--- config.mk ---
export PLATFORM = sky130hd
export DESIGN_NAME = regfile_wr_sched_flat
export DESIGN_NICKNAME = d
export VERILOG_FILES = /design/src/rtl/rf_pkg.sv /design/src/rtl/regfile_wr_sched_if.sv /design/src/rtl/regfile_wr_sched_arbiter.sv /design/src/rtl/regfile_wr_sched.sv /design/src/flat_wrapper.sv
export SDC_FILE = /design/constraint.sdc
export NUM_CORES = 1
export LEC_CHECK = 0
export BUFFER_PORTS_ARGS = -buffer_cell sky130_fd_sc_hd__buf_2
export CORE_ASPECT_RATIO = 0.8
export CORE_MARGIN = 2
export CORE_UTILIZATION = 48
export CTS_CLUSTER_DIAMETER = 200
export CTS_CLUSTER_SIZE = 20
export DETAILED_ROUTE_END_ITERATION = 10
export PLACE_DENSITY = 0.84
export REMOVE_ABC_BUFFERS = 1
export SYNTH_ARGS = -nofsm -noshare
export SYNTH_HDL_FRONTEND = slang
export SYNTH_SLANG_ARGS = --single-unit
--- constraint.sdc ---
create_clock -name clk -period 2.9 [get_ports clk]
set_clock_uncertainty 0.1 [all_clocks]
set_input_delay 0.58 -clock clk [delete_from_list [all_inputs] [get_ports clk]]
set_output_delay 0.58 -clock clk [all_outputs]
set_load 0.05 [all_outputs]
--- src/rtl/rf_pkg.sv ---
// Shared register-file constants and the write-scheduler state encoding.
package rf_pkg;
  localparam int RF_AW = 4;
  localparam int RF_DW = 16;

  localparam logic [1:0] ST_IDLE   = 2'd0;
  localparam logic [1:0] ST_SETUP  = 2'd1;
  localparam logic [1:0] ST_STROBE = 2'd2;

  typedef enum logic [1:0] {
    S_IDLE   = ST_IDLE,
    S_SETUP  = ST_SETUP,
    S_STROBE = ST_STROBE
  } state_t;
endpackage

--- src/rtl/regfile_wr_sched_if.sv ---
// Requester handshake plus register-file write port bundle for regfile_wr_sched.
interface regfile_wr_sched_if #(
  parameter int NREQ = 3,
  parameter int AW   = rf_pkg::RF_AW,
  parameter int DW   = rf_pkg::RF_DW
);
  logic [NREQ-1:0]    req_valid;
  logic [NREQ*AW-1:0] req_addr;
  logic [NREQ*DW-1:0] req_data;
  logic [NREQ-1:0]    req_ready;
  logic [AW-1:0]      write_addr;
  logic [DW-1:0]      write_data;
  logic               reg_wr;
  logic               busy;
  logic [1:0]         grant_id;
  logic               r0_drop;

  modport master (
    output req_valid, req_addr, req_data,
    input  req_ready, write_addr, write_data, reg_wr, busy, grant_id, r0_drop
  );

  modport slave (
    input  req_valid, req_addr, req_data,
    output req_ready, write_addr, write_data, reg_wr, busy, grant_id, r0_drop
  );
endinterface

--- src/rtl/regfile_wr_sched_arbiter.sv ---
// Combinational round-robin picker: first asserted request at or after ptr wins.
module rr_arbiter #(
  parameter int NREQ = 3
) (
  input  logic [NREQ-1:0] req,
  input  logic [1:0]      ptr,
  input  logic            en,
  output logic [NREQ-1:0] gnt,
  output logic [1:0]      gnt_idx,
  output logic            any
);
  logic [1:0] sel;

  always_comb begin
    gnt     = '0;
    gnt_idx = '0;
    any     = 1'b0;
    sel     = '0;
    for (int k = 0; k < NREQ; k++) begin
      sel = 2'((int'(ptr) + k) % NREQ);
      if (en && !any && req[sel]) begin
        gnt[sel] = 1'b1;
        gnt_idx  = sel;
        any      = 1'b1;
      end
    end
  end
endmodule

--- src/rtl/regfile_wr_sched.sv ---
// Shares the register-file write port between NREQ sources with a setup-then-strobe sequence.
// Optional r0 write suppression: define REGWR_R0_GUARD_EN.
module regfile_wr_sched
  import rf_pkg::*;
#(
  parameter int NREQ = 3,
  parameter int AW   = RF_AW,
  parameter int DW   = RF_DW
) (
  input logic               clk,
  input logic               rst_n,
  regfile_wr_sched_if.slave bus
);
  state_t          state_q, state_d;
  logic [1:0]      ptr_q, ptr_d;
  logic [AW-1:0]   addr_q, addr_d;
  logic [DW-1:0]   data_q, data_d;
  logic [1:0]      gid_q, gid_d;
  logic            reg_wr_q, reg_wr_d;
  logic            r0_drop_q, r0_drop_d;
  logic            en, any;
  logic [NREQ-1:0] gnt;
  logic [1:0]      gnt_idx;

  // Accepting in STROBE lets the next write overlap the current strobe.
  assign en = (state_q == S_IDLE) || (state_q == S_STROBE);

  rr_arbiter #(.NREQ(NREQ)) u_arb (
    .req     (bus.req_valid),
    .ptr     (ptr_q),
    .en      (en),
    .gnt     (gnt),
    .gnt_idx (gnt_idx),
    .any     (any)
  );

  always_comb begin
    state_d   = state_q;
    ptr_d     = ptr_q;
    addr_d    = addr_q;
    data_d    = data_q;
    gid_d     = gid_q;
    reg_wr_d  = 1'b0;
    r0_drop_d = 1'b0;
    case (state_q)
      S_IDLE, S_STROBE: begin
        if (any) begin
          state_d = S_SETUP;
          ptr_d   = (gnt_idx == 2'(NREQ - 1)) ? 2'd0 : gnt_idx + 2'd1;
          addr_d  = bus.req_addr[int'(gnt_idx)*AW +: AW];
          data_d  = bus.req_data[int'(gnt_idx)*DW +: DW];
          gid_d   = gnt_idx;
        end else begin
          state_d = S_IDLE;
        end
      end
      S_SETUP: begin
        state_d = S_STROBE;
`ifdef REGWR_R0_GUARD_EN
        if (addr_q == '0) begin
          r0_drop_d = 1'b1;
        end else begin
          reg_wr_d = 1'b1;
        end
`else
        reg_wr_d = 1'b1;
`endif
      end
      default: state_d = S_IDLE;
    endcase
  end

  always_ff @(posedge clk or negedge rst_n) begin
    if (!rst_n) begin
      state_q   <= S_IDLE;
      ptr_q     <= '0;
      addr_q    <= '0;
      data_q    <= '0;
      gid_q     <= '0;
      reg_wr_q  <= 1'b0;
      r0_drop_q <= 1'b0;
    end else begin
      state_q   <= state_d;
      ptr_q     <= ptr_d;
      addr_q    <= addr_d;
      data_q    <= data_d;
      gid_q     <= gid_d;
      reg_wr_q  <= reg_wr_d;
      r0_drop_q <= r0_drop_d;
    end
  end

  assign bus.req_ready  = gnt;
  assign bus.write_addr = addr_q;
  assign bus.write_data = data_q;
  assign bus.reg_wr     = reg_wr_q;
  assign bus.busy       = (state_q != S_IDLE);
  assign bus.grant_id   = gid_q;
  assign bus.r0_drop    = r0_drop_q;
endmodule

--- src/flat_wrapper.sv ---
// flat-port wrapper written by rule: the top's interface ports become plain ports
module regfile_wr_sched_flat import rf_pkg::*;
#(
  parameter int NREQ = 3,
  parameter int AW   = RF_AW,
  parameter int DW   = RF_DW
)
  (clk, rst_n, bus_req_valid, bus_req_addr, bus_req_data, bus_req_ready, bus_write_addr, bus_write_data, bus_reg_wr, bus_busy, bus_grant_id, bus_r0_drop);
  regfile_wr_sched_if #(.NREQ(NREQ), .AW(AW), .DW(DW)) bus_i ();
  input logic clk;
  input logic rst_n;
  input wire logic [$bits(bus_i.req_valid)-1:0] bus_req_valid;
  input wire logic [$bits(bus_i.req_addr)-1:0] bus_req_addr;
  input wire logic [$bits(bus_i.req_data)-1:0] bus_req_data;
  output wire logic [$bits(bus_i.req_ready)-1:0] bus_req_ready;
  output wire logic [$bits(bus_i.write_addr)-1:0] bus_write_addr;
  output wire logic [$bits(bus_i.write_data)-1:0] bus_write_data;
  output wire logic [$bits(bus_i.reg_wr)-1:0] bus_reg_wr;
  output wire logic [$bits(bus_i.busy)-1:0] bus_busy;
  output wire logic [$bits(bus_i.grant_id)-1:0] bus_grant_id;
  output wire logic [$bits(bus_i.r0_drop)-1:0] bus_r0_drop;
  assign bus_i.req_valid = bus_req_valid;
  assign bus_i.req_addr = bus_req_addr;
  assign bus_i.req_data = bus_req_data;
  assign bus_req_ready = bus_i.req_ready;
  assign bus_write_addr = bus_i.write_addr;
  assign bus_write_data = bus_i.write_data;
  assign bus_reg_wr = bus_i.reg_wr;
  assign bus_busy = bus_i.busy;
  assign bus_grant_id = bus_i.grant_id;
  assign bus_r0_drop = bus_i.r0_drop;
  regfile_wr_sched #(.NREQ(NREQ), .AW(AW), .DW(DW)) u_core (.clk(clk), .rst_n(rst_n), .bus(bus_i));
endmodule
### Word level (Yosys, flattened, before mapping)

Cells that the tools add are included.

| cells by class | value |
|---|---|
| add/subtract/negate cells | 3 |
| div/mod/pow operators | 3 |
| magnitude comparators | 6 |
| eq/ne operators | 3 |
| shift-type cells | 2 |
| multiplexer cells | 25 |
| bitwise gates (word level) | 2 |
| reductions and logical operators | 15 |

Operators with widths:

| cell | number |
|---|---|
| $mod 32x3->32 const B | 2 |
| $shiftx 48x7->16 | 1 |
| $mod 3x3->32 const B | 1 |
| $shiftx 12x5->4 | 1 |
| $mux 1 | 11 |
| $lt 2x3->1 const B | 3 |
| $mux 3 | 3 |
| $logic_and 1x1->1 | 8 |
| $mux 2 | 4 |
| $bmux 1 s2 | 3 |
| $demux 1 s2 | 3 |
| $ge 2x1->1 const B | 3 |
| $or 3x3->3 | 2 |
| $eq 2x2->1 const B | 2 |
| $pmux 2 s2 | 1 |
| $add 2x1->3 const B | 1 |
| $add 2x2->3 const B | 1 |
| $add 2x1->2 const B | 1 |
| $eq 2x1->1 const B | 1 |
| $logic_not 1->1 | 2 |
| $logic_not 2->1 | 1 |
| $reduce_and 2->1 | 1 |
| $reduce_bool 2->1 | 1 |
| $reduce_or 2->1 | 1 |
| $logic_or 1x1->1 | 1 |

| word-level totals | value |
|---|---|
| register bits | 27 |
| output and inout port bits | 28 |
| logic and storage cells | 65 |

### Logic depth before layout (Yosys ltp)

Gate-level depths: netlist of run 1.

| logic depth | value |
|---|---|
| depth after elaboration | 15 |
| gate-level depth with buffers | 10 |
| gate-level depth less buffers | 7 |

### Cells and area by module

From an unflattened synthesis of run 1, not the netlist that was laid out.

| second synthesis, totals | value |
|---|---|
| cells, all modules | 190 |
| area total of the unflattened synthesis | 1724.2 um^2 |

Modules (own cells, without submodules):

| module | times used | cells an instance | area an instance (um^2) |
|---|---|---|---|
| regfile_wr_sched | 1 | 149 | 1435.1 |
| rr_arbiter | 1 | 41 | 289.0 |

### Worst setup path after synthesis of run 1

Ideal clock, no wire load.

| path | value |
|---|---|
| path kind | register to output |
| start point | register u_core.ptr_q[0] |
| end point | output port bus_req_ready[0] |
| arrival time | 2.494 ns |
| data required time | 2.220 ns |
| slack | -0.274 ns |
| stages on the path, launching flop included | 9 |
| buffers on the path | 1 |
| path through | dfrtp_1 inv_1 ha_1 buf_6 nand3b_1 o21ai_0 nor3b_1 mux2i_1 o21ai_0 |

| between the ends | value |
|---|---|
| word-level cells in the longest chain between the ends | 13 |
| elaborated cells between the ends (all ways) | 40 |

RTL lines:

| element | RTL line | source |
|---|---|---|
| start, declared | regfile_wr_sched.sv:15 | `logic [1:0] ptr_q, ptr_d;` |
| start signal, assigned | regfile_wr_sched.sv:84 | `ptr_q <= ptr_d;` |
| parallel branches: the longest is 12 deep, another holds $mod 32x3->32 | - |  |
| $mux 3 (*) | regfile_wr_sched_arbiter.sv:21 | `if (en && !any && req[sel]) begin` |
| end, declared | flat_wrapper.sv:15 | `output wire logic [$bits(bus_i.req_ready)-1:0] bus_req_ready;` |

Mark *: on every way between the ends. The select of a mux whose other input is x is not followed.

### Worst setup path in the final report of run 1

| path | value |
|---|---|
| start point | register u_core.ptr_q[1] |
| end point | output port bus_req_ready[1] |

Same word-level chain as after synthesis.

==> results of run 1 <==
logic make-up after synthesis:
kind of cell               Yosys count  share of synthesized area (%)
AOI/OAI and AO/OA                   75                          31.23
and+or+nand+nor                     74                          21.70
buffers and inverters               51                          12.05
DFF                                 26                          30.41
muxes                                4                          2.105
adders and majority gates            4                          2.339
other                                1                         0.1753
worst min-delay path by stage:
| stage | slack (ns) | endpoint | cells past startpoint |
|---|---|---|---|
| finish | 0.19 | u_core.bus.write_data[15] | 1 |
| global route | 0.24 | u_core.bus.write_data[15] | 1 |
| CTS | 0.22 | u_core.bus.write_data[15] | 1 |
| detailed placement | 0.33 | u_core.bus.reg_wr | 1 |
| global placement | 0.32 | u_core.bus.reg_wr | 1 |
| floorplan | 0.18 | u_core.bus.grant_id[0] | 0 |
layout by cell type, fill, tap and decap left out, types with 6 or more instances in the layout:
cell / instances
nand4_1: 20
o211ai_1: 20
buf_2: 88
inv_1: 27
nand3_1: 22
dfrtp_1: 26
buf_4: 14
nor2b_1: 6
nand3b_1: 6
a221o_1: 40
where the power goes:
part	switching, mW	internal, mW
combinational	1.64	0.929
sequential	0.113	0.555
clock	0.123	0.122
total	1.87	1.61
state kept, by name (all words and copies together) (netlist names):
signal                 count
u_core.state_q             1
u_core.bus.write_data     16
u_core.bus.write_addr      4
u_core.ptr_q               2
u_core.bus.grant_id        2
u_core.bus.reg_wr          1
per-layer routing:
metal,vias up,track usage (%)
met3,4,5.014
li1,1094,-
met2,146,44.98
met4,0,7.018
met1,1112,35.75
met5,-,0
area by class of cell:
class                           instances  area share, %
Timing Repair Buffer                  105          21.30
Tap cell                               57          2.622
Inverter                               27          3.726
Clock buffer                            4          2.024
Sequential cell                        26          23.92
Multi-Input combinational cell        158          46.41
worst reg2reg max path, cell delays in order (launching register included):
cell and delay [ns]:
dfrtp_1 0.40, inv_1 0.09, ha_2 0.21, mux2_4 0.31, a21bo_4 0.25, a211oi_2 0.46
buf_4 0.31, nand2b_1 0.18, a2111oi_0 0.08
per-stage QoR:
step,cell area (um^2),utilization (%),hold slack (ns),instances
floorplan,1983,-,0.1844,211
CTS,2700,63.83,0.2202,377
global route,2720,64.30,0.2448,377
detailed placement,2613,61.76,0.3338,371
global placement,2613,61.76,0.3237,371
finish,2720,64.30,0.1943,377
timing repair:
item | 4_1_cts | 5_1_grt
setup buffers | 2 | 0
setup endpoints to repair | 3 | 3
cloned | 0 | 0
resized for setup | 4 | 9
pin swaps | 0 | 1
==> flow_summary_export.csv, run 1 <==
group,metric,value,unit
final_layout,regArea,650.6,um^2
clocking,htree_levels,1,
die,pin_count,93,
power_and_ir_drop,ir_drop,0.8712,mV
synth,async_flop_share,100.0,%
timing,period_needed,2.811,ns
timing,grt_setup_unrepaired,"true",
setup_path,r2r_end,"u_core.ptr_q[0]",
setup_path,crit_path_start_kind,"register",
synth,yosysMostFrequentCell,"a221o_1",
setup_path,crit_chain,"buf_4 > ha_4 > nand2b_1 > or4b_1 > nand3_1 > buf_6",
setup_path,path_max_fanout,11,
setup_path,slowest_stage,"or4b_1",
final_layout,drive_above_1_share,37.81,%
run_status,status,"finished clean",
routing,routed.top_layer,"met4",
setup_path,critical_path_class,"reg -> out",
synth,seq_area_frac_synth,30.41,%
routing,wl_met1,2835,um
routing,drt_iter0_drc,170,
timing,worst_slew_pin_slew,1.072,ns
die,fp-row-count,21,
power_and_ir_drop,power_leakage,1.332,nW
final_layout,area.growth.synth_to_final,27.13,%
setup_path,cp-endpoint,"bus_req_ready[1]",
timing,maxSlewHeadroom,27.55,%
timing,tns,0,ns
setup_path,slowest_delay,0.57,ns
synth,yosysTopAreaCell,"dfrtp_1",
die,die_x,78.65,um
timing,hold_viol,0,
hold_path,hp-class,"in -> async",
final_layout,diodes,0,
timing,fin_crit_sh,96.91,%
synth,synth_top_cells_by_count,"40 x a221o_1, 27 x inv_1, 26 x dfrtp_1",
setup_path,r2r_slack,0.39,ns
synth,synth_warnings,0,
global_routing,antenna_found_initial,0,
synth,syn_area,2140,um^2
clocking,root_buffer,"clkbuf_8",
synth,avgSynthCellArea,9.104,um^2
clocking,cts_hold_buf,0,
synth,synth_area_leaders,"dfrtp_1 30%, a221o_1 19%, o211ai_1 7.0%",
setup_path,worst-path-buf-inv,2,
setup_path,worstSetupEndpointType,"output port",
setup_path,crit_path_start,"u_core.ptr_q[1]",
timing,setup_ws,0.08947,ns
setup_path,r2r_start,"u_core.ptr_q[1]",
place,hpwl,4692,um
clocking,worstSkewPairLatency,0.27,ns
setup_path,arrival,2.13,ns
setup_path,critPathTopFamily,"simple AND/OR/NAND/NOR gates",
routing,vias,2356,
die,fp.dieH,63.72,um
power_and_ir_drop,powerDensity,1279,nW/um^2
routing,met3_wirelength,646,um
die,placeableCoreArea,4230,um^2
clocking,cts_buffers,3,
place,preCtsSetupSlack,0.1507,ns
synth,netlist.area_leader.share,30.41,%
final_layout,multi_input_area,1262,um^2
global_routing,grt_max_degree,27,
timing,slew_violations,0,
clocking,cts.clk_slew.worst_paths,0.10,ns
clocking,clockBufferDepth,2,
die,initial_core_util,50.58,%
routing,routedWlPerCell,17.66,um
clocking,numClockSinks,26,
synth,synthFlopType,"dfrtp_1",
place,gp_congestion,0.9248,
synth,ys_types,36,
routing,vias_per_cell,6.249,
routing,met2_length,3133,um
synth,synth_cells,235,
synth,ys_ff_latch,26,
routing,remaining_drc_errors,0,
synth,synth_edf_count,0,
power_and_ir_drop,power,3.478,mW
routing,drtAntennaViolNets,0,
global_routing,grt_remaining_overflow,0,
clocking,cts_tree,"yes",
routing,drt_wl_total,6658,um
setup_path,cp_num_cells,6,
setup_path,rr_worst_depth,8,
global_routing,track_usage,26.92,%
final_layout,fin_nets,390,
timing,setup_viol,0,
final_layout,fillers,362,
timing,fmax,355.8,MHz
global_routing,grt_pass1_vias,2288,
setup_path,cp.required,2.22,ns
routing,first_pass_iters,5,
die,die_area,5011,um^2
place,numPortBuffers,91,
global_routing,grt_first_pass_wirelength,10760,um
run,drv_cap,0,
Power figures use the tool's default switching activity.
==> inputs of run 2 (changes only) <==
Clock period 2.9 ns to 3.1 ns, I/O delays scaled along.
==> run 2 against run 1 <==
Compared with the run above: first-iteration DRC count up 55%; highest routed layer unchanged; global-route usage down 0.90 points; cell area down 1.5%; hold slack better by 0.045 ns; power down 8.0%.
==> flow_summary_export.csv, run 2 (synthesis gave the netlist of run 1 again) <==
group,metric,value,unit
timing,maxSlewHeadroom,22.01,%
global_routing,grt_pass1_vias,2179,
routing,first_pass_iters,5,
die,fp-row-count,21,
clocking,root_buffer,"clkbuf_8",
timing,fmax,324.3,MHz
global_routing,grt_remaining_overflow,0,
routing,drt_iter0_drc,264,
die,initial_core_util,50.58,%
final_layout,area.growth.synth_to_final,25.26,%
global_routing,antenna_found_initial,0,
timing,grt_setup_unrepaired,"true",
setup_path,slowest_stage,"dfrtp_1",
setup_path,worstSetupEndpointType,"output port",
clocking,htree_levels,1,
die,placeableCoreArea,4230,um^2
routing,drtAntennaViolNets,0,
run,drv_cap,0,
global_routing,track_usage,26.02,%
place,gp_congestion,0.9052,
setup_path,rr_worst_depth,8,
routing,routedWlPerCell,17.27,um
power_and_ir_drop,power,3.200,mW
setup_path,crit_path_start_kind,"register",
final_layout,fin_nets,384,
power_and_ir_drop,power_leakage,1.312,nW
clocking,cts_tree,"yes",
setup_path,slowest_delay,0.43,ns
place,numPortBuffers,91,
power_and_ir_drop,ir_drop,0.6681,mV
routing,vias_per_cell,6.264,
timing,slew_violations,0,
die,pin_count,93,
timing,period_needed,3.083,ns
setup_path,r2r_slack,0.29,ns
timing,whs,0.2394,ns
timing,setup_viol,0,
setup_path,crit_chain,"inv_1 > ha_2 > mux2_4 > a21bo_4 > nor4b_4 > a211o_1 > buf_2",
setup_path,critPathTopFamily,"flip-flops",
place,placedCellCount,367,
final_layout,fillers,378,
final_layout,fin_cells,371,
clocking,cts.clk_slew.worst_paths,0.09,ns
die,fp.dieH,63.72,um
routing,drt_wl_total,6406,um
setup_path,r2r_start,"u_core.ptr_q[0]",
global_routing,grt_max_degree,27,
timing,worst_slew_pin_slew,1.154,ns
die,die_x,78.65,um
routing,remaining_drc_errors,0,
routing,vias,2324,
setup_path,critical_path_class,"reg -> out",
setup_path,path_max_fanout,11,
final_layout,layout_commonest_cell,"buf_2",
setup_path,cp.required,2.38,ns
clocking,worstSkewPairLatency,0.27,ns
final_layout,diodes,0,
clocking,numClockSinks,26,
clocking,cts_buffers,3,
run_status,status,"finished clean",
clocking,clockBufferDepth,2,
final_layout,layout_common_cells,"90 x buf_2, 40 x a221o_1, 27 x inv_1, 26 x dfrtp_1, 22 x nand3_1",
place,hpwl,4499,um
timing,hold_viol,0,
setup_path,worst-path-buf-inv,2,
hold_path,hp-class,"in -> async",
final_layout,drive_above_1_share,36.31,%
die,die_area,5011,um^2
setup_path,arrival,2.36,ns
final_layout,final_util,63.35,%
final_layout,largest_register_ffs,16,
global_routing,grt_first_pass_wirelength,10410,um
timing,fin_crit_sh,99.47,%
setup_path,r2r_end,"u_core.bus.write_data[2]",
power_and_ir_drop,powerDensity,1194,nW/um^2
## run 2: area by class of cell
cell class	instances	area (um^2)	area share (%)
multi-input cells	158	1255	46.83
flip-flops and latches	26	650.6	24.28
repair buffers	99	530.5	19.79
inverters	27	101.3	3.782
well taps	57	71.32	2.661
clock buffers	3	41.29	1.541
clock inverters	1	30.03	1.120
## run 2: how the worst max path moves through the flow
stage / startpoint / to / cells after the start
detailed placement: u_core.ptr_q[0] / u_core.bus.write_data[2] / 8
global placement: u_core.ptr_q[0] / u_core.bus.write_data[11] / 8
global route: u_core.ptr_q[0] / bus_req_ready[0] / 8
floorplan: u_core.ptr_q[1] / bus_req_ready[2] / 6
finish: u_core.ptr_q[1] / bus_req_ready[2] / 7
CTS: u_core.ptr_q[1] / bus_req_ready[2] / 7
## run 2: worst register-to-register path, delay by kind of cell, from the launching register on
family                   cells  cell delay, ns
AO/OA/AOI/OAI                2            0.70
adder cells (fa/ha/maj)      1            0.36
buffers and inverters        2            0.32
flip-flops                   1            0.41
AND/OR/NAND/NOR              3            0.80
## run 2: metal layers
| layer | track usage (%) | part of all wire [%] | vias up |
|---|---|---|---|
| li1 | - | - | 1082 |
| met1 | 34.97 | 44 | 1099 |
| met2 | 42.63 | 46 | 137 |
| met3 | 6.304 | 9.6 | 6 |
| met4 | 5.263 | 0.53 | 0 |
| met5 | 0 | 0 | - |
## run 2: metrics by stage
stage | instance area (um^2) | TNS (ns) | worst slack, ns
floorplan | 1983 | -2.970 | -0.2394
global placement | 2595 | 0 | 0.1046
finish | 2680 | 0 | 0.01655
CTS | 2671 | 0 | 0.02328
detailed placement | 2595 | -0.1874 | -0.01958
global route | 2680 | -0.1982 | -0.08145
## run 2: where the power goes
| part | leakage [nW] | internal [mW] | switching (mW) | total, mW |
|---|---|---|---|---|
| combinational | 0.958 | 0.798 | 1.47 | 2.27 |
| clock | 0.0357 | 0.173 | 0.108 | 0.281 |
| sequential | 0.319 | 0.519 | 0.129 | 0.648 |
| total | 1.31 | 1.49 | 1.71 | 3.20 |
## run 2: repair_timing
action | in CTS | in global routing
buffers inserted | 0 | 0
resized for setup | 2 | 3
pin swaps | 0 | 0
hold buffers | 0 | 0
setup endpoints to repair | 22 | 23
==> inputs of run 3 (changes only) <==
--- a/constraint.sdc
+++ b/constraint.sdc
@@ -4,2 +4,2 @@
 set_output_delay 0.62 -clock clk [all_outputs]
-set_load 0.05 [all_outputs]
+set_load 0.01 [all_outputs]
==> run 3 against run 2 <==
Compared with the run above: combinational power decreased by 21%; sequential cell count unchanged; critical path type unchanged; die area unchanged.
==> flow_summary_export.csv, run 3 (synthesis gave the netlist of run 1 again) <==
group,metric,value,unit
run_status,status,"finished clean",
setup_path,cp.required,2.38,ns
clocking,cts_tree,"yes",
setup_path,rr_worst_depth,8,
final_layout,drive_above_1_share,36.91,%
clocking,cts.clk_slew.worst_paths,0.09,ns
timing,fin_crit_sh,95.78,%
final_layout,regArea,650.6,um^2
setup_path,r2r_slack,0.23,ns
timing,whs,0.2340,ns
power_and_ir_drop,powerDensity,987.0,nW/um^2
final_layout,area.growth.synth_to_final,24.62,%
global_routing,grt_remaining_overflow,0,
setup_path,critical_path_class,"reg -> out",
run,drv_cap,0,
setup_path,path_max_fanout,11,
place,placedCellCount,370,
die,die_x,78.65,um
setup_path,arrival,2.25,ns
timing,period_needed,2.969,ns
final_layout,multi_input_area,1250,um^2
clocking,root_buffer,"clkbuf_8",
setup_path,slowest_stage,"dfrtp_1",
routing,drt_wl_total,6536,um
timing,setup_viol,0,
hold_path,hp-class,"in -> async",
global_routing,antenna_found_initial,0,
setup_path,r2r_start,"u_core.ptr_q[1]",
final_layout,layout_commonest_cell,"buf_2",
place,hpwl,4697,um
final_layout,largest_register_ffs,16,
setup_path,slowest_delay,0.43,ns
final_layout,layout_common_cells,"91 x buf_2, 40 x a221o_1, 27 x inv_1, 26 x dfrtp_1, 22 x nand3_1",
timing,slew_violations,0,
routing,vias,2378,
routing,vias_per_cell,6.358,
clocking,clockBufferDepth,2,
global_routing,track_usage,26.07,%
timing,worst_slew_pin_slew,1.254,ns
setup_path,worstSetupEndpointType,"output port",
clocking,post_cts_buffers,0,
setup_path,crit_chain,"inv_1 > ha_2 > mux2_4 > a21bo_4 > nor4b_4 > a211o_1 > buf_2",
setup_path,r2r_end,"u_core.bus.write_addr[2]",
setup_path,crit_path_start_kind,"register",
die,fp.dieH,63.72,um
global_routing,grt_max_degree,27,
place,numPortBuffers,91,
timing,grt_setup_unrepaired,"false",
clocking,postCtsResizedCells,0,
final_layout,fin_cells,374,
clocking,numClockSinks,26,
final_layout,fin_nets,387,
die,die_area,5011,um^2
final_layout,fillers,359,
power_and_ir_drop,ir_drop,0.3968,mV
die,fp-row-count,21,
global_routing,grt_pass1_vias,2285,
timing,hold_viol,0,
place,gp_congestion,0.8918,
clocking,cts_hold_buf,0,
routing,drt_iter0_drc,186,
die,pin_count,93,
die,initial_core_util,50.58,%
timing,maxSlewHeadroom,15.25,%
clocking,cts_buffers,3,
final_layout,diodes,0,
die,placeableCoreArea,4230,um^2
routing,drtAntennaViolNets,0,
clocking,worstSkewPairLatency,0.27,ns
power_and_ir_drop,power_leakage,1.315,nW
clocking,htree_levels,1,
routing,remaining_drc_errors,0,
timing,fmax,336.8,MHz
global_routing,grt_first_pass_wirelength,10540,um
routing,routedWlPerCell,17.48,um
routing,first_pass_iters,5,
[run 3: cell count changes in the layout (fill, tap and decap cells not counted), sizes merged]
| cell | before | now |
|---|---|---|
| buf | 98 | 102 |
| bufinv | 1 | 0 |
[run 3: worst max-delay path by stage]
stage	from	to	slack (ns)	cells past startpoint
after floorplan	u_core.ptr_q[1]	u_core.ptr_q[0]	-0.16	7
after global placement	u_core.ptr_q[1]	u_core.bus.write_addr[1]	0.29	8
after detailed placement	u_core.ptr_q[1]	u_core.bus.write_data[4]	0.18	8
after CTS	u_core.ptr_q[1]	bus_req_ready[2]	0.05	7
after global routing	u_core.ptr_q[1]	bus_req_ready[2]	0.03	7
final	u_core.ptr_q[1]	bus_req_ready[2]	0.13	7
[run 3: per-stage QoR]
step	power, mW	setup TNS (ns)	utilization (%)	worst slack, ns	instance area [um^2]
finish	2.632	0	63.03	0.1309	2666
global placement	2.328	0	61.58	0.2939	2605
global route	2.809	0	63.03	0.03001	2666
floorplan	1.756	-2.556	-	-0.1561	1983
CTS	2.611	0	62.88	0.05122	2660
detailed placement	2.389	0	61.58	0.1768	2605
[run 3: per-layer routing]
metal / wire [um] / vias up / track usage [%]
met3: 853 / 8 / 6.734
met5: 0 / - / 0
met4: 45 / 0 / 8.553
li1: - / 1086 / -
met2: 3025 / 172 / 43.48
met1: 2611 / 1112 / 32.77
[run 3: final cells by class]
cell class,count,share of cell area (%)
Sequential cell,26,24.40
Timing Repair Buffer,102,20.18
Inverter,27,3.801
Clock buffer,4,2.065
Multi-Input combinational cell,158,46.88
Tap cell,57,2.675
[run 3: critical path: cells and delay by family, from the launching register on]
kind | cells | cell delay, ns
and+or+nand+nor | 1 | 0.26
AOI/OAI and AO/OA | 2 | 0.39
buffers and inverters | 2 | 0.21
muxes | 1 | 0.39
DFF | 1 | 0.43
adders and majority gates | 1 | 0.30
[run 3: where the power goes]
group	switching [mW]	total (mW)	leakage (nW)	internal, mW
Clock	0.109	0.223	0.0288	0.114
Sequential	0.101	0.620	0.319	0.519
Combinational	0.977	1.79	0.967	0.811
Total	1.19	2.63	1.31	1.44
